<file path="config.mk">
export PLATFORM = sky130hd
export DESIGN_NAME = hc595_frame_shifter
export DESIGN_NICKNAME = d
export VERILOG_FILES = /design/src/rtl/rom_disp_pkg.sv /design/src/rtl/hc595_frame_shifter.sv
export SDC_FILE = /design/constraint.sdc
export NUM_CORES = 1
export LEC_CHECK = 0
export ABC_AREA = 1
export CORE_MARGIN = 3
export CORE_UTILIZATION = 62
export CTS_CLUSTER_DIAMETER = 80
export DETAILED_ROUTE_END_ITERATION = 7
export DONT_BUFFER_PORTS = 1
export PLACE_DENSITY_LB_ADDON = 0.3
export SYNTH_ARGS = -nofsm -noshare
export SYNTH_HDL_FRONTEND = slang
export SYNTH_SLANG_ARGS = --single-unit
</file>
<file path="constraint.sdc">
create_clock -name sys_clk -period 2.8 [get_ports sys_clk]
set_clock_uncertainty 0.1 [all_clocks]
set_input_delay 0.56 -clock sys_clk [delete_from_list [all_inputs] [get_ports sys_clk]]
set_output_delay 0.56 -clock sys_clk [all_outputs]
set_load 0.05 [all_outputs]
</file>
<file path="src/rtl/rom_disp_pkg.sv">
// Shared definitions for the 7-segment display path: frame geometry, shifter states and
// the frame-word bit order used by both the scan driver and the 595 serialiser.
package rom_disp_pkg;

    localparam int unsigned SEL_W   = 6;
    localparam int unsigned SEG_W   = 8;
    localparam int unsigned FRAME_W = SEL_W + SEG_W;

    typedef enum logic [1:0] {
        StLoad,
        StShift,
        StLatch
    } shift_state_e;

    // Bit 0 leaves the shifter first, so seg[0] lands in the far 595 and sel[5] in the near one.
    function automatic logic [FRAME_W-1:0] pack_frame(input logic [SEL_W-1:0] sel,
                                                      input logic [SEG_W-1:0] seg);
        return {sel, seg};
    endfunction

endpackage

</file>
<file path="src/rtl/hc595_frame_shifter.sv">
// Serialises the digit-select and segment pattern into two cascaded 74HC595s, one frame
// after another: sample inputs, shift FRAME_W bits, pulse the storage clock.
module hc595_frame_shifter
    import rom_disp_pkg::*;
#(
    parameter int unsigned CLK_DIV = 4,
    parameter int unsigned FRAME_W = rom_disp_pkg::FRAME_W
) (
    input  logic             sys_clk,
    input  logic             sys_rst_n,
    input  logic [SEL_W-1:0] sel,
    input  logic [SEG_W-1:0] seg,
    output logic             frame_done,
    output logic             stcp,
    output logic             shcp,
    output logic             ds,
    output logic             oe
);

    localparam int unsigned CntW = (CLK_DIV > 1) ? $clog2(CLK_DIV) : 1;
    localparam logic [CntW-1:0] CntLast = CntW'(CLK_DIV - 1);
    localparam logic [CntW-1:0] CntHalf = CntW'(CLK_DIV / 2);
    localparam logic [CntW-1:0] CntOne  = CntW'(1);
    localparam logic [3:0]      BitLast = 4'(FRAME_W - 1);

    if (CLK_DIV < 2 || (CLK_DIV % 2) != 0) begin : g_bad_clk_div
        $error("hc595_frame_shifter: CLK_DIV must be even and >= 2");
    end
    if (FRAME_W != SEL_W + SEG_W) begin : g_bad_frame_w
        $error("hc595_frame_shifter: FRAME_W must equal SEL_W + SEG_W");
    end

    shift_state_e        state_q, state_d;
    logic [CntW-1:0]     cnt_q, cnt_d;
    logic [3:0]          k_q, k_d;
    logic [FRAME_W-1:0]  word_q, word_d;

    logic stcp_q, stcp_d;
    logic shcp_q, shcp_d;
    logic ds_q, ds_d;
    logic oe_q, oe_d;
    logic frame_done_q, frame_done_d;

    always_comb begin
        state_d = state_q;
        cnt_d   = cnt_q;
        k_d     = k_q;
        word_d  = word_q;
        unique case (state_q)
            StLoad: begin
                word_d  = pack_frame(sel, seg);
                cnt_d   = '0;
                k_d     = '0;
                state_d = StShift;
            end
            StShift: begin
                if (cnt_q == CntLast) begin
                    cnt_d = '0;
                    if (k_q == BitLast) begin
                        state_d = StLatch;
                    end else begin
                        k_d = k_q + 4'd1;
                    end
                end else begin
                    cnt_d = cnt_q + CntOne;
                end
            end
            StLatch: begin
                if (cnt_q == CntLast) begin
                    cnt_d   = '0;
                    state_d = StLoad;
                end else begin
                    cnt_d = cnt_q + CntOne;
                end
            end
            default: begin
                state_d = StLoad;
            end
        endcase
    end

    // Pin values are decoded from the next state so the registered pins line up with the
    // state they describe rather than trailing it by a cycle.
    always_comb begin
        shcp_d       = (state_d == StShift) && (cnt_d >= CntHalf);
        stcp_d       = (state_d == StLatch) && (cnt_d >= CntHalf);
        frame_done_d = (state_d == StLatch) && (cnt_d == CntLast);
        ds_d         = ds_q;
        if (state_d == StShift) begin
            ds_d = word_d[k_d];
        end else if (state_d == StLatch) begin
            ds_d = word_d[FRAME_W-1];
        end
        // Display stays blanked until a complete frame has reached the storage registers.
        oe_d = oe_q && !frame_done_q;
    end

    always_ff @(posedge sys_clk or negedge sys_rst_n) begin
        if (!sys_rst_n) begin
            state_q      <= StLoad;
            cnt_q        <= '0;
            k_q          <= '0;
            word_q       <= '0;
            stcp_q       <= 1'b0;
            shcp_q       <= 1'b0;
            ds_q         <= 1'b0;
            oe_q         <= 1'b1;
            frame_done_q <= 1'b0;
        end else begin
            state_q      <= state_d;
            cnt_q        <= cnt_d;
            k_q          <= k_d;
            word_q       <= word_d;
            stcp_q       <= stcp_d;
            shcp_q       <= shcp_d;
            ds_q         <= ds_d;
            oe_q         <= oe_d;
            frame_done_q <= frame_done_d;
        end
    end

    assign stcp       = stcp_q;
    assign shcp       = shcp_q;
    assign ds         = ds_q;
    assign oe         = oe_q;
    assign frame_done = frame_done_q;

endmodule

</file>
After elaboration in Yosys (flattened, before gate mapping)
Index checks and enable logic that the tools add are counted.

word-level totals
  register bits after elaboration = 27
  word-level logic and storage cells = 42
  output and inout bits = 5
  input port bits = 16

cells by class
  $add $sub $neg = 2
  multiplexer cells = 14
  equality and inequality tests = 7
  order comparisons = 2
  reductions and logical operators = 8

operators with widths
  operator               number
  $mux W14               1
  $eq A2 B2 Y1 const B   4
  $mux W2                4
  $mux W4                2
  $pmux W4 S2            1
  $pmux W2 S3            1
  $lt A4 B5 Y1 const B   1
  $add A4 B1 Y4 const B  1
  $bmux W1 S4            1
  $eq A2 B1 Y1 const B   2
  $eq A4 B4 Y1 const B   1
  $logic_and A1 B1 Y1    4
  $pmux W2 S2            1
  $mux W1                3
  $add A2 B1 Y2 const B  1
  $ge A2 B2 Y1 const B   1
  $logic_not A2 Y1       1
  $reduce_bool A2 Y1     1
  $reduce_or A2 Y1       1
  $logic_not A1 Y1       1

Logic depth before layout (Yosys ltp)
Gate-level depths: netlist of the first run.

  word-level depth = 7
  mapped depth = 16
  depth with buffers taken out = 15

Worst setup path after synthesis of the first run
Ideal clock, no wire load.

  kind = register -> register
  start point = register state_q[1]
  end point = register ds_q, in the netlist ds
  cell stages (with the launch flop) = 14
  buffers on the path = 1
  path slack = 685 ps
  setup time = 66 ps
  required time = 2634 ps
  period minus slack after synthesis = 2115 ps
  data arrival time = 1949 ps
  path through = dfrtp_1 inv_1 ha_1 buf_4 inv_1 a21oi_1 inv_1 o32ai_1 inv_1 ha_1 o21bai_1 inv_1 nand2_1 nand2_1

between the ends
  elaborated cells between the ends (all ways) = 16
  those cells by class = eq/ne (4); mux (10); reduce/logical (2)

RTL lines
  element                                               line                                                  RTL
  start: declaration                                    hc595_frame_shifter.sv:33                             shift_state_e state_q, state_d;
  start signal: assignment                              hc595_frame_shifter.sv:100                            state_q <= StLoad;
  start signal: assignment                              hc595_frame_shifter.sv:110                            state_q <= state_d;
  $eq A2 B2 Y1, or another cell as far along            hc595_frame_shifter.sv:49                             unique case (state_q)
  $pmux W2 S3 *                                         hc595_frame_shifter.sv:49
  via state_d[0]                                        hc595_frame_shifter.sv:33
  $eq A2 B1 Y1 / $eq A2 B2 Y1 (equally long branches)   hc595_frame_shifter.sv:89, hc595_frame_shifter.sv:91
  $mux W1 / $reduce_bool A2 Y1 (equally long branches)  n/a
  end signal: assignment                                hc595_frame_shifter.sv:116                            ds_q <= ds_d;
  end: declaration                                      hc595_frame_shifter.sv:40                             logic ds_q, ds_d;

Mark *: on every way through the listed nets, which the timed path passes. The rest lies on a longest branch. The select of a mux whose other input is x is not followed.
A chain may end at the register's enable or synchronous reset.

Final worst setup path of the first run
Ends and elaborated chain as after synthesis.

==> results.json, run 1 <==
{
  "power_density_mw_per_mm2": 367,
  "total_power_mw": 0.603,
  "worstSetupPathType": "reg -> reg",
  "clk_path_buf_depth": 2,
  "maxCapViolations": 0,
  "worst_slew_pin_slew_ns": 0.479,
  "yosys_warnings": 0,
  "drive_above_1_share_pct": 14.0,
  "core_area_mm2": 0.00232,
  "fmax_mhz": 407,
  "synthTopCellsByArea": "dfrtp_1, nand2_1, inv_1",
  "ys_seq_area_share_pct": 42.7,
  "maxSlewViolCount": 0,
  "clkTransAtPathRegs_ns": 0.13,
  "ant_nets": 0,
  "synth_nets": 215,
  "status": "complete, no violations",
  "track_usage_pct": 19.9,
  "synth_area_mm2": 0.00158,
  "place_inst": 215,
  "grt_max_degree": 28,
  "crit_arrival_ns": 2.62,
  "yosysTopAreaCell": "dfrtp_1",
  "timing.critical_path.mode_cell": "inv_1",
  "slowest_stage": "dfrtp_1",
  "syn_inst": 190,
  "cp_max_fo": 8,
  "cp-end-kind": "flip-flop",
  "firstDrtPassIters": 5,
  "die_h_um": 56.5,
  "synth_top_area_share_pct": 41.1,
  "peakVddDrop_mv": 0.365,
  "slew-limit-headroom_pct": 68.1,
  "fin_crit_sh_pct": 87.7,
  "start_kind": "flip-flop",
  "rows": 17,
  "post_cts_resized": 0,
  "ys_ff_latch": 27,
  "synth_cell_type_count": 32,
  "dp_slack_ns": 0.368,
  "grt_pass1_vias": 1135,
  "clockRootBuffer": "clkbuf_4",
  "finalNetCount": 219,
  "cp_slowest_stage_delay_ns": 0.43,
  "avgViaCountPerCell": 5.36,
  "clk_latency_ns": 0.32,
  "place_area_mm2": 0.00159,
  "syn_avg_cell_area_um2": 8.34,
  "cts_max_level": 1,
  "crit_required_ns": 2.97,
  "io_buffers": 0,
  "dp_hpwl_um": 2250,
  "cts_tree": "built",
  "drc_errors": 0,
  "finalSetupTns_ns": 0,
  "initial_core_util_pct": 68.3,
  "finalCriticalPeriod_ns": 2.45,
  "die_w_um": 56.5,
  "hp-class": "in -> reg",
  "gr-total-overflow": 0,
  "instances_no_fill": 221,
  "num_vias": 1184,
  "clock-sinks": 27,
  "routabilityCongestion": 0.833,
  "diodes": 0,
  "cts-buffers-inserted": 3,
  "dieArea_mm2": 0.00320,
  "fin_util_pct": 70.8,
  "io_pins": 21,
  "fin_area_mm2": 0.00164,
  "hold_ws_ns": 0.275,
  "rsz0062_at_grt": "false",
  "area_growth_syn_to_layout_pct": 3.63,
  "hold_violations": 0,
  "drt_iter0_drc": 19,
  "antenna_found_initial": 0,
  "grt_pass1_wl_um": 5030,
  "wl_per_cell_um": 13.0,
  "setup_viol": 0,
  "worstPathCellList": "inv_1 > ha_1 > inv_1 > a21oi_1 > inv_1 > o32ai_1 > inv_1 > ha_1 > o21bai_1 > inv_1 > nand2_1 > nand2_1",
  "p_leak_nw": 0.858,
  "setup_ws_ns": 0.346,
  "drt_wl_total_um": 2870
}
-- layout by cell type (no fill, tap or decap), drive strengths merged --
| cell | netlist | routed |
|---|---|---|
| o32ai | 1 | 1 |
| dlygate4sd3 | 0 | 1 |
| nor3 | 1 | 1 |
| a21oi | 7 | 7 |
| clkinv | 1 | 1 |
| o21ai | 9 | 9 |
| buf | 4 | 2 |
| ha | 9 | 9 |
| clkbuf | 0 | 4 |
| nand3 | 21 | 21 |
| dfstp | 1 | 1 |
| nand2 | 57 | 57 |
| o21a | 2 | 2 |
| o21bai | 1 | 1 |
| dfrtp | 26 | 26 |
| nand4 | 1 | 1 |
| inv | 35 | 35 |
| or2 | 4 | 4 |
| o31ai | 1 | 1 |
| nor2 | 9 | 9 |
-- power breakdown --
group	total (mW)	switching [mW]	internal [mW]
Clock	0.162	0.106	0.0558
Combinational	0.0340	0.0209	0.0131
Sequential	0.407	0.00621	0.401
-- layout make-up --
type                            instances  area, um2
Clock buffer                            4       26.3
Fill cell                             179        677
Inverter                               36        140
Multi-Input combinational cell        123        726
Sequential cell                        27        677
Tap cell                               28       35.0
Timing Repair Buffer                    3       37.5
-- worst max-delay path, delay by kind of cell (launching register included) --
| kind | cells | cell delay [ns] |
|---|---|---|
| compound gates | 3 | 0.66 |
| fa+ha+maj | 2 | 0.65 |
| buf+inv | 5 | 0.46 |
| flops | 1 | 0.43 |
| simple gates | 2 | 0.10 |
-- logic make-up after synthesis --
logic type	count (synthesis)	synth area share, %
flops	27	42.7
compound gates	21	8.69
buf+inv	40	11.5
fa+ha+maj	9	7.11
simple gates	93	30.0
-- cell usage after synthesis, drive strengths merged --
cell type / instances
nor3: 1
nand3: 21
nand4: 1
buf: 4
clkinv: 1
dfstp: 1
ha: 9
o21ai: 9
a21oi: 7
inv: 35
o32ai: 1
o31ai: 1
o21a: 2
dfrtp: 26
nand2: 57
nor2: 9
or2: 4
o21bai: 1
-- path summary, 6_finish.rpt --
| kind | startpoint | to | slack (ns) | cells past startpoint |
|---|---|---|---|---|
| worst max register to register | state_q[1] | ds | 0.35 | 12 |
| min in group asynchronous | sys_rst_n | state_q[1] | 0.55 | 2 |
| max in group asynchronous | sys_rst_n | oe | 1.83 | 2 |
| worst max-delay path | state_q[1] | ds | 0.35 | 12 |
| worst min register to register | word_q[5] | word_q[5] | 0.38 | 2 |
| worst min-delay path | seg[7] | word_q[7] | 0.27 | 2 |
-- state kept, by name (all words and copies together), names as in the netlist --
register / flops
shcp: 1
cnt_q: 2
word_q: 14
state_q: 2
stcp: 1
ds: 1
oe: 1
k_q: 4
frame_done: 1
-- what timing repair did --
item | CTS | global route
hold buffers | 2 | 0
hold endpoints to repair | 27 | 0
buffers inserted | 0 | 0
-- layer usage --
layer  track usage [%]  part of all wire, %  vias to the layer above
li1                  -                    -                      597
met4              6.44                  1.6                        0
met2              32.7                   51                       24
met3              3.22                  3.2                        6
met1              26.9                   45                      557
met5                 0                    0                        -
(Power assumes the default switching activity.)
==> run 2, diff against run 1 <==
--- a/config.mk
+++ b/config.mk
@@ -7,7 +7,7 @@
 export LEC_CHECK = 0
 export ABC_AREA = 1
 export CORE_MARGIN = 3
-export CORE_UTILIZATION = 62
+export CORE_UTILIZATION = 56
 export CTS_CLUSTER_DIAMETER = 80
 export DETAILED_ROUTE_END_ITERATION = 7
 export DONT_BUFFER_PORTS = 1
==> constraint.sdc (replaced) <==
create_clock -name sys_clk -period 2.2 [get_ports sys_clk]
set_clock_uncertainty 0.1 [all_clocks]
set_input_delay 0.44 -clock sys_clk [delete_from_list [all_inputs] [get_ports sys_clk]]
set_output_delay 0.44 -clock sys_clk [all_outputs]
set_load 0.05 [all_outputs]
==> results.json, run 2 (same netlist as run 1, synthesis figures left out) <==
{
  "fin_util_pct": 67.5,
  "crit_end": "ds",
  "setup_viol": 0,
  "drt_iter0_drc": 61,
  "antenna_found_initial": 0,
  "wl_per_cell_um": 13.2,
  "status": "complete, no violations",
  "fin_crit_sh_pct": 94.2,
  "hold_violations": 0,
  "multi_input_area_um2": 754,
  "hold_ws_ns": 0.155,
  "seqCellArea_um2": 677,
  "maxCapViolations": 0,
  "crit_path_start": "cnt_q[0]",
  "place_inst": 221,
  "fmax_mhz": 483,
  "p_leak_nw": 0.903,
  "reg2reg_slack_ns": 0.13,
  "cp-end-kind": "flip-flop",
  "die_h_um": 59.2,
  "clockRootBuffer": "clkbuf_4",
  "crit_arrival_ns": 2.24,
  "die_w_um": 59.2,
  "finalCriticalPeriod_ns": 2.07,
  "final_cell_mix": "nand2_1, inv_1, dfrtp_1, nand3_1, buf_4",
  "grt_pass1_vias": 1211,
  "ant_nets": 0,
  "rows": 18,
  "top_regs": "word_q: 14 flops, k_q: 4 flops",
  "hp-class": "in -> reg",
  "diodes": 0,
  "worstSetupPathType": "reg -> reg",
  "cts_tree": "built",
  "reg2reg_to": "ds",
  "largest_reg_flops": 14,
  "routabilityCongestion": 0.786,
  "fillers": 206,
  "crit_required_ns": 2.37,
  "drc_errors": 0,
  "power_density_mw_per_mm2": 439,
  "maxSlewViolCount": 0,
  "instances_no_fill": 233,
  "track_usage_pct": 19.0,
  "slew-limit-headroom_pct": 68.4,
  "firstDrtPassIters": 4,
  "area_growth_syn_to_layout_pct": 10.3,
  "grt_pass1_wl_um": 5090,
  "num_vias": 1223,
  "clock-sinks": 27,
  "clk_path_buf_depth": 2,
  "core_area_mm2": 0.00259,
  "initial_core_util_pct": 61.2,
  "total_power_mw": 0.768,
  "avgViaCountPerCell": 5.25,
  "layout_commonest_cell": "nand2_1",
  "drive_above_1_share_pct": 22.2,
  "gr-total-overflow": 0,
  "dieArea_mm2": 0.00350,
  "clk_latency_ns": 0.31,
  "fin_area_mm2": 0.00175,
  "cp_max_fo": 3,
  "r2r-start": "cnt_q[0]",
  "clkTransAtPathRegs_ns": 0.13,
  "io_pins": 21,
  "drt_wl_total_um": 3070,
  "grt_max_degree": 28,
  "io_buffers": 0,
  "finalNetCount": 229,
  "cts_max_level": 1,
  "dp_hpwl_um": 2260,
  "place_area_mm2": 0.00162,
  "worst_slew_pin_slew_ns": 0.474,
  "start_kind": "flip-flop",
  "cts-buffers-inserted": 3,
  "top_register": "word_q",
  "reg2regPathDepth": 12,
  "peakVddDrop_mv": 0.433
}
-- run 2: changes by cell type in the layout (fill, tap and decap cells not counted), sizes merged --
cell | previous run | this run
buf | 2 | 12
-- run 2: final cells by class --
cell class                      count  area share [%]
Clock buffer                        4            1.50
Inverter                           36            8.02
Multi-Input combinational cell    123            43.2
Sequential cell                    27            38.7
Tap cell                           30            2.15
Timing Repair Buffer               13            6.44
-- run 2: critical path, stage by stage (launching register included) --
cell	delay, ns
dfrtp_1	0.42
ha_2	0.19
inv_1	0.07
nand2_1	0.07
a21oi_2	0.16
inv_2	0.07
o32ai_4	0.23
inv_1	0.07
ha_1	0.30
o21bai_1	0.16
inv_1	0.06
nand2_1	0.05
nand2_1	0.05
-- run 2: how the worst min path moves through the flow --
stage | start | end | slack [ns] | cells past startpoint
after floorplan | sys_rst_n | cnt_q[0] | 0.04 | 0
after global placement | sys_rst_n | cnt_q[0] | 0.05 | 0
after detailed placement | sys_rst_n | cnt_q[0] | 0.04 | 0
after CTS | seg[7] | word_q[7] | 0.15 | 2
after global routing | seg[2] | word_q[2] | 0.14 | 2
final | seg[7] | word_q[7] | 0.16 | 2
-- run 2: power by group --
group / internal [mW] / switching, mW
sequential: 0.510 / 0.00753
combinational: 0.0166 / 0.0264
clock: 0.0709 / 0.136
total: 0.598 / 0.170
-- run 2: metal layers --
metal | up-vias | routed length (um) | global-route usage, %
li1 | 616 | - | -
met1 | 588 | 1390 | 24.8
met2 | 14 | 1590 | 32.6
met3 | 5 | 42 | 1.96
met4 | 0 | 40 | 6.80
met5 | - | 0 | 0
-- run 2: repair_timing --
item	in CTS	in global routing
endpoints found under the hold margin	27	0
pin swaps	0	4
setup endpoints to repair	1	1
hold buffers	2	0
buffers inserted	0	6
resized for setup	1	8
-- run 2: metrics by stage --
step	setup TNS (ns)	worst slack, ns
final	0	0.129
after global routing	-0.0255	-0.0255
after CTS	0	0.0423
after detailed placement	-0.0269	-0.0269
after global placement	0	0.129
after floorplan	0	0.0846
==> run 3, diff against run 2 <==
--- a/config.mk
+++ b/config.mk
@@ -7,7 +7,8 @@
 export LEC_CHECK = 0
 export ABC_AREA = 1
 export CORE_MARGIN = 3
-export CORE_UTILIZATION = 56
+export CORE_UTILIZATION = 59
+export CTS_BUF_LIST = sky130_fd_sc_hd__clkbuf_4 sky130_fd_sc_hd__clkbuf_8
 export CTS_CLUSTER_DIAMETER = 80
 export DETAILED_ROUTE_END_ITERATION = 7
 export DONT_BUFFER_PORTS = 1
==> results.json, run 3 (same netlist as run 1, synthesis figures left out) <==
{
  "track_usage_pct": 20.1,
  "gr-total-overflow": 0,
  "slew-limit-headroom_pct": 68.8,
  "layout_commonest_cell": "nand2_1",
  "die_h_um": 57.8,
  "cts-buffers-inserted": 3,
  "setup_viol": 0,
  "hold_ws_ns": 0.155,
  "diodes": 0,
  "fillers": 195,
  "hp-class": "in -> reg",
  "firstDrtPassIters": 4,
  "top_regs": "word_q: 14 flops, k_q: 4 flops",
  "status": "complete, no violations",
  "dieArea_mm2": 0.00334,
  "place_inst": 221,
  "place_area_mm2": 0.00162,
  "fin_area_mm2": 0.00179,
  "io_buffers": 0,
  "grt_pass1_vias": 1253,
  "crit_buf_inv": 5,
  "cp_max_fo": 3,
  "core_area_mm2": 0.00252,
  "area_growth_syn_to_layout_pct": 13.1,
  "drc_errors": 0,
  "avgViaCountPerCell": 5.33,
  "io_pins": 21,
  "cp-end-kind": "flip-flop",
  "final_cell_mix": "nand2_1, inv_1, dfrtp_1, nand3_1, buf_4",
  "clkTransAtPathRegs_ns": 0.14,
  "finalSetupTns_ns": 0,
  "drt_iter0_drc": 22,
  "antenna_found_initial": 0,
  "reg2reg_slack_ns": 0.06,
  "crit_arrival_ns": 2.27,
  "setup_ws_ns": 0.0633,
  "clockRootBuffer": "clkbuf_4",
  "maxSlewViolCount": 0,
  "p_leak_nw": 0.913,
  "peakVddDrop_mv": 0.521,
  "fin_crit_sh_pct": 97.1,
  "cp_slowest_stage_delay_ns": 0.43,
  "rows": 18,
  "crit_required_ns": 2.33,
  "drt_wl_total_um": 3190,
  "worstSetupPathType": "reg -> reg",
  "power_density_mw_per_mm2": 438,
  "dp_hpwl_um": 2300,
  "wl_per_cell_um": 13.6,
  "instances_no_fill": 235,
  "grt_pass1_wl_um": 5220,
  "slowest_stage": "dfrtp_1",
  "num_vias": 1253,
  "drive_above_1_share_pct": 24.9,
  "start_kind": "flip-flop",
  "die_w_um": 57.8,
  "dp_slack_ns": -0.107,
  "grt_max_degree": 28,
  "hold_violations": 0,
  "routabilityCongestion": 0.774,
  "worstPathCellList": "inv_2 > ha_2 > inv_1 > a21oi_2 > inv_2 > o32ai_4 > inv_2 > ha_4 > o21bai_1 > inv_1 > nand2_1 > nand2_1",
  "worst_slew_pin_slew_ns": 0.467,
  "finalCriticalPeriod_ns": 2.14,
  "maxCapViolations": 0,
  "clk_path_buf_depth": 2,
  "path_delay_family": "compound AO/OA/AOI/OAI gates",
  "cts_tree": "built",
  "initial_core_util_pct": 62.8,
  "cts_max_level": 1,
  "fmax_mhz": 468,
  "top_register": "word_q",
  "timing.critical_path.mode_cell": "inv_2",
  "clk_latency_ns": 0.32,
  "clock-sinks": 27,
  "ant_nets": 0,
  "largest_reg_flops": 14,
  "finalNetCount": 231
}
## run 3: cell types whose count changed in the layout (fill, tap and decap cells not counted)
cell,before,now
ha_4,0,1
ha_1,8,5
ha_2,1,3
clkbuf_1,1,0
buf_4,11,13
a21oi_4,1,2
a21oi_2,3,2
clkbuf_4,3,4
## run 3: final timing paths
kind,startpoint,end,cells after the start
hold / removal,seg[7],word_q[7],2
max in group asynchronous,sys_rst_n,oe,2
setup / recovery,state_q[1],ds,12
hold reg to reg,word_q[5],word_q[5],2
setup reg to reg,state_q[1],ds,12
min in group asynchronous,sys_rst_n,k_q[3],2
## run 3: where the power goes
group          leakage (nW)  internal (mW)  switching [mW]
Combinational         0.571         0.0166          0.0267
Clock                0.0184         0.0833           0.141
Sequential            0.324          0.510         0.00774
## run 3: metrics by stage
step / power, mW / util, %
after CTS: 0.792 / 67.3
after global placement: 0.555 / 64.1
final: 0.786 / 71.0
after global routing: 0.820 / 71.0
after floorplan: 0.550 / -
after detailed placement: 0.556 / 64.1
## run 3: layout make-up
type | count | area [um2] | share of cell area, %
clock buffers | 4 | 30.0 | 1.68
inverters | 36 | 140 | 7.82
multi-input cells | 123 | 779 | 43.5
flip-flops and latches | 27 | 677 | 37.8
well taps | 30 | 37.5 | 2.09
repair buffers | 15 | 128 | 7.12
## run 3: per-layer routing
layer / GRT usage [%] / vias up / routed length [um]
li1: - / 622 / -
met2: 33.7 / 30 / 1680
met5: 0 / - / 0
met3: 4.68 / 9 / 112
met4: 8.94 / 0 / 66
met1: 24.6 / 592 / 1330
## run 3: repair_timing
action	4_1_cts	5_1_grt
gates cloned	0	0
resized for setup	2	11
hold endpoints to repair	27	0
buffers inserted	0	8
pin swaps	0	5
hold buffers	2	0
endpoints found under the setup margin	1	1
==> RTL change 1 (settings of run 3) <==
Set the parameter `CLK_DIV` to 16 (it was 4).
--- a/src/rtl/hc595_frame_shifter.sv
+++ b/src/rtl/hc595_frame_shifter.sv
@@ -3,7 +3,7 @@
 module hc595_frame_shifter
     import rom_disp_pkg::*;
 #(
-    parameter int unsigned CLK_DIV = 4,
+    parameter int unsigned CLK_DIV = 16,
     parameter int unsigned FRAME_W = rom_disp_pkg::FRAME_W
 ) (
     input  logic             sys_clk,
Function: changed (Yosys sat finds a counterexample within 4 cycles, from zero or initial values and one cycle with sys_rst_n low).
==> RTL change 1 against run 3 <==
Wire length grew 29%; count of clock-buffer cells in the layout grew 3; sequential power grew 6.9%; sequential cell count grew 2; worst setup slack lost 0.014 ns; cell area grew 11%; area after synthesis grew 8.2%; largest cell class unchanged; power grew 20%.
==> RTL change 1: results <==
set metrics [dict create \
    dp_hpwl_mm 2.61 \
    dp_cells 235 \
    overall_fraction_of_global_route_tracks_in_use_pct 23.1 \
    numCtsBuffers 5 \
    detailedPlace.worstSlack_ns -0.147 \
    num-nets-final 245 \
    wl_met2_mm 2.11 \
    critical_path.max_stage_delay_ns 0.46 \
    synthArstFlopShare_pct 100 \
    route.top_layer_used "met4" \
    yosysWarningCount 0 \
    io_buffers 0 \
    worstPathArrival_ns 2.30 \
    wl_per_cell_um 16.4 \
    routed-wl-met3_um 244 \
    h-tree-depth 2 \
    post_place_instance_area_mm2 0.00177 \
    vdd_drop_max_uv 487 \
    grt_start_max_net_pins 30 \
    detail_route.vias_per_cell 5.71 \
    globalplace.congestion 0.805 \
    yosys-top-cells-count "sky130_fd_sc_hd__inv_1 (34), sky130_fd_sc_hd__nand2_1 (31), sky130_fd_sc_hd__dfrtp_1 (28), sky130_fd_sc_hd__nand3_1 (27), sky130_fd_sc_hd__nor2_1 (12)" \
    drt-initial-drc-count 75 \
    mappedNetlistNets 229 \
    met1Wirelength_mm 1.68 \
    post_synth.cell_area_avg_um2 8.40 \
    grt_util_met1_pct 28.2 \
    clkSlewWorstSetupHoldPaths_ns 0.11 \
    layout_top_registers "word_q (14), cnt_q (4), k_q (4)" \
    total_leakage_power_uw 0.000999 \
    worst_pin_slew_ns 0.482 \
    vias 1434 \
    gr-usage-met2_pct 37.8 \
    crit_family "simple AND/OR/NAND/NOR gates" \
    synth_top_flop_cell "sky130_fd_sc_hd__dfrtp_1" \
    grt_pass1_wl_mm 6.02 \
    outcome "finished clean" \
    worstPathMaxFanout 12 \
    final_layout_size_suffix_gt1_share_pct 28.5 \
    grt.met3_usage_pct 7.34 \
    synth_top_cells_by_area "sky130_fd_sc_hd__dfrtp_1 (41%), sky130_fd_sc_hd__nand3_1 (7.9%), sky130_fd_sc_hd__inv_1 (7.4%), sky130_fd_sc_hd__nand2_1 (6.8%), sky130_fd_sc_hd__ha_1 (6.6%)" \
    yosysSeqAreaShare_pct 42.4 \
    clk-insertion-delay-late_ns 0.34 \
]
## RTL change 1: final timing paths
| kind | startpoint | endpoint | slack (ns) | depth (start not counted) |
|---|---|---|---|---|
| min in group asynchronous | sys_rst_n | k_q[3]$_DFF_PN0_ | 0.42 | 2 |
| max in group asynchronous | sys_rst_n | oe$_DFF_PN1_ | 1.32 | 2 |
| hold reg to reg | word_q[6]$_DFF_PN0_ | word_q[6]$_DFF_PN0_ | 0.38 | 2 |
| setup reg to reg | state_q[1]$_DFF_PN0_ | ds$_DFFE_PN0P_ | 0.05 | 12 |
| setup / recovery | state_q[1]$_DFF_PN0_ | ds$_DFFE_PN0P_ | 0.05 | 12 |
| hold / removal | sel[4] | word_q[12]$_DFF_PN0_ | 0.17 | 2 |
## RTL change 1: power breakdown
| part | total (µW) | switching (µW) | internal (µW) |
|---|---|---|---|
| logic | 46.1 | 27.9 | 18.2 |
| clock network | 342 | 193 | 149 |
| registers | 554 | 7.75 | 546 |
| total | 942 | 229 | 714 |
## RTL change 1: cell families (layout without fill, tap and decap cells)
family                   after synthesis  in the layout  share of synthesized area (%)
buffers and inverters                 44             61                           10.9
XOR/XNOR                               1              1                          0.511
flip-flops                            29             29                           42.4
AO/OA/AOI/OAI                         24             24                           8.10
adder cells (fa/ha/maj)                9              9                           6.57
AND/OR/NAND/NOR                       97             97                           31.5
## RTL change 1: what timing repair did
action,CTS,global route
gates resized for setup,5,16
gates cloned,0,0
pin swaps,0,7
hold buffers,2,0
endpoints found under the setup margin,3,1
endpoints found under the hold margin,29,0
buffers inserted,0,6
## RTL change 1: area by class of cell
type                            instances  area, µm²
Multi-Input combinational cell        131        885
Sequential cell                        29        727
Fill cell                             156        626
Inverter                               40        164
Timing Repair Buffer                   13        116
Clock buffer                            7       52.6
Tap cell                               30       37.5
Clock inverter                          1       5.00
==> RTL change 2 (flow settings as in run 3) <==
Made on the original files. `word_q` no longer has a reset.
--- a/src/rtl/hc595_frame_shifter.sv
+++ b/src/rtl/hc595_frame_shifter.sv
@@ -100,7 +100,6 @@
             state_q      <= StLoad;
             cnt_q        <= '0;
             k_q          <= '0;
-            word_q       <= '0;
             stcp_q       <= 1'b0;
             shcp_q       <= 1'b0;
             ds_q         <= 1'b0;
@@ -110,13 +109,16 @@
             state_q      <= state_d;
             cnt_q        <= cnt_d;
             k_q          <= k_d;
-            word_q       <= word_d;
             stcp_q       <= stcp_d;
             shcp_q       <= shcp_d;
             ds_q         <= ds_d;
             oe_q         <= oe_d;
             frame_done_q <= frame_done_d;
         end
+    end
+
+    always_ff @(posedge sys_clk) begin
+        word_q <= word_d;
     end
 
     assign stcp       = stcp_q;
Function: no difference found for any inputs over 10 cycles, from zero or initial values and one cycle with sys_rst_n low; that may be too few to reach the edited logic, so the function may still have changed.
==> RTL change 2 against run 3 <==
Power fell by 2.1%; via count rose by 1.3%; area after synthesis fell by 4.4%; largest cell class unchanged; sequential cell count did not move; combinational power fell by 22%; critical path depth rose by 1; worst setup slack improved by 0.013 ns; cell area fell by 3.5%; fmax rose by 0.62%; clock power fell by 2%; critical endpoint unchanged; wire length barely moved.
==> RTL change 2: results <==
set metrics [dict create \
    timing.slew.headroom_pct 61.9 \
    grt_pass1_vias 1209 \
    vdd_drop_max_uv 402 \
    p_sw_share_pct 23.3 \
    total_switching_power_uw 179 \
    routed-wl-met3_um 218 \
    grt_pass1_wl_mm 4.95 \
    clockNetworkPower_uw 220 \
    outcome "finished clean" \
    worstPathMaxFanout 13 \
    finalWirelength_mm 3.19 \
    cts-resized-gates 1 \
    post_place_instance_area_mm2 0.00155 \
    final_layout_size_suffix_gt1_share_pct 26.7 \
    num-nets-final 232 \
    cts_setup_buffers 0 \
    numCtsBuffers 3 \
    postCtsHoldBufs 1 \
    wl_per_cell_um 13.6 \
    post_synth.cell_area_avg_um2 7.97 \
    yosys-top-cells-count "sky130_fd_sc_hd__nand2_1 (49), sky130_fd_sc_hd__inv_1 (34), sky130_fd_sc_hd__nand3_1 (18), sky130_fd_sc_hd__dfxtp_1 (14), sky130_fd_sc_hd__dfrtp_1 (12)" \
    grt.met3_usage_pct 2.76 \
    wl_met2_mm 1.53 \
    synth.lib_cells_used.distinct 33 \
    synth_top_cells_by_area "sky130_fd_sc_hd__dfrtp_1 (20%), sky130_fd_sc_hd__dfxtp_1 (19%), sky130_fd_sc_hd__nand2_1 (12%), sky130_fd_sc_hd__inv_1 (8.4%), sky130_fd_sc_hd__ha_1 (7.4%)" \
    total_leakage_power_uw 0.000861 \
    area.share.sequential_pct 35.1 \
    multi_input_area_share_pct 45.9 \
    synthArstFlopShare_pct 48.1 \
    grt_util_met1_pct 22.9 \
    clkSlewWorstSetupHoldPaths_ns 0.15 \
    drt-initial-drc-count 42 \
    power.sequential.fraction_pct 66.9 \
    yosysSeqAreaShare_pct 40.1 \
    gr-usage-met2_pct 33.0 \
    detail_route.vias_per_cell 5.42 \
    dp_cells 219 \
    detailedPlace.worstSlack_ns -0.0384 \
    number_of_tap_cells_inserted 28 \
    dp_hpwl_mm 2.21 \
    synth_top_flop_cell "sky130_fd_sc_hd__dfxtp_1" \
    clockNetworkAreaShare_pct 1.74 \
    grt_start_max_net_pins 17 \
    met1Wirelength_mm 1.40 \
    n_fill_cell 174 \
    design.seq.count 27 \
    critical_path.max_stage_delay_ns 0.45 \
    crit_family "simple AND/OR/NAND/NOR gates" \
    regArea_um2 607 \
]
[RTL change 2: cells by family (layout without fill, tap and decap cells)]
logic type | Yosys count | in the layout | synth area share [%]
and+or+nand+nor | 93 | 93 | 31.4
adders and majority gates | 9 | 9 | 7.44
AOI/OAI and AO/OA | 21 | 21 | 9.09
buffers and inverters | 40 | 56 | 12.0
DFF | 27 | 27 | 40.1
[RTL change 2: worst paths after layout]
| kind | cells after the start | to | slack [ns] |
|---|---|---|---|
| worst max register to register | 13 | ds$_DFFE_PN0P_ | 0.08 |
| worst max-delay path | 13 | ds$_DFFE_PN0P_ | 0.08 |
| worst min register to register | 2 | word_q[5]$_DFF_P_ | 0.36 |
| min in group asynchronous | 1 | cnt_q[1]$_DFF_PN0_ | 0.42 |
| worst min-delay path | 2 | word_q[7]$_DFF_P_ | 0.14 |
| max in group asynchronous | 1 | k_q[2]$_DFF_PN0_ | 1.21 |
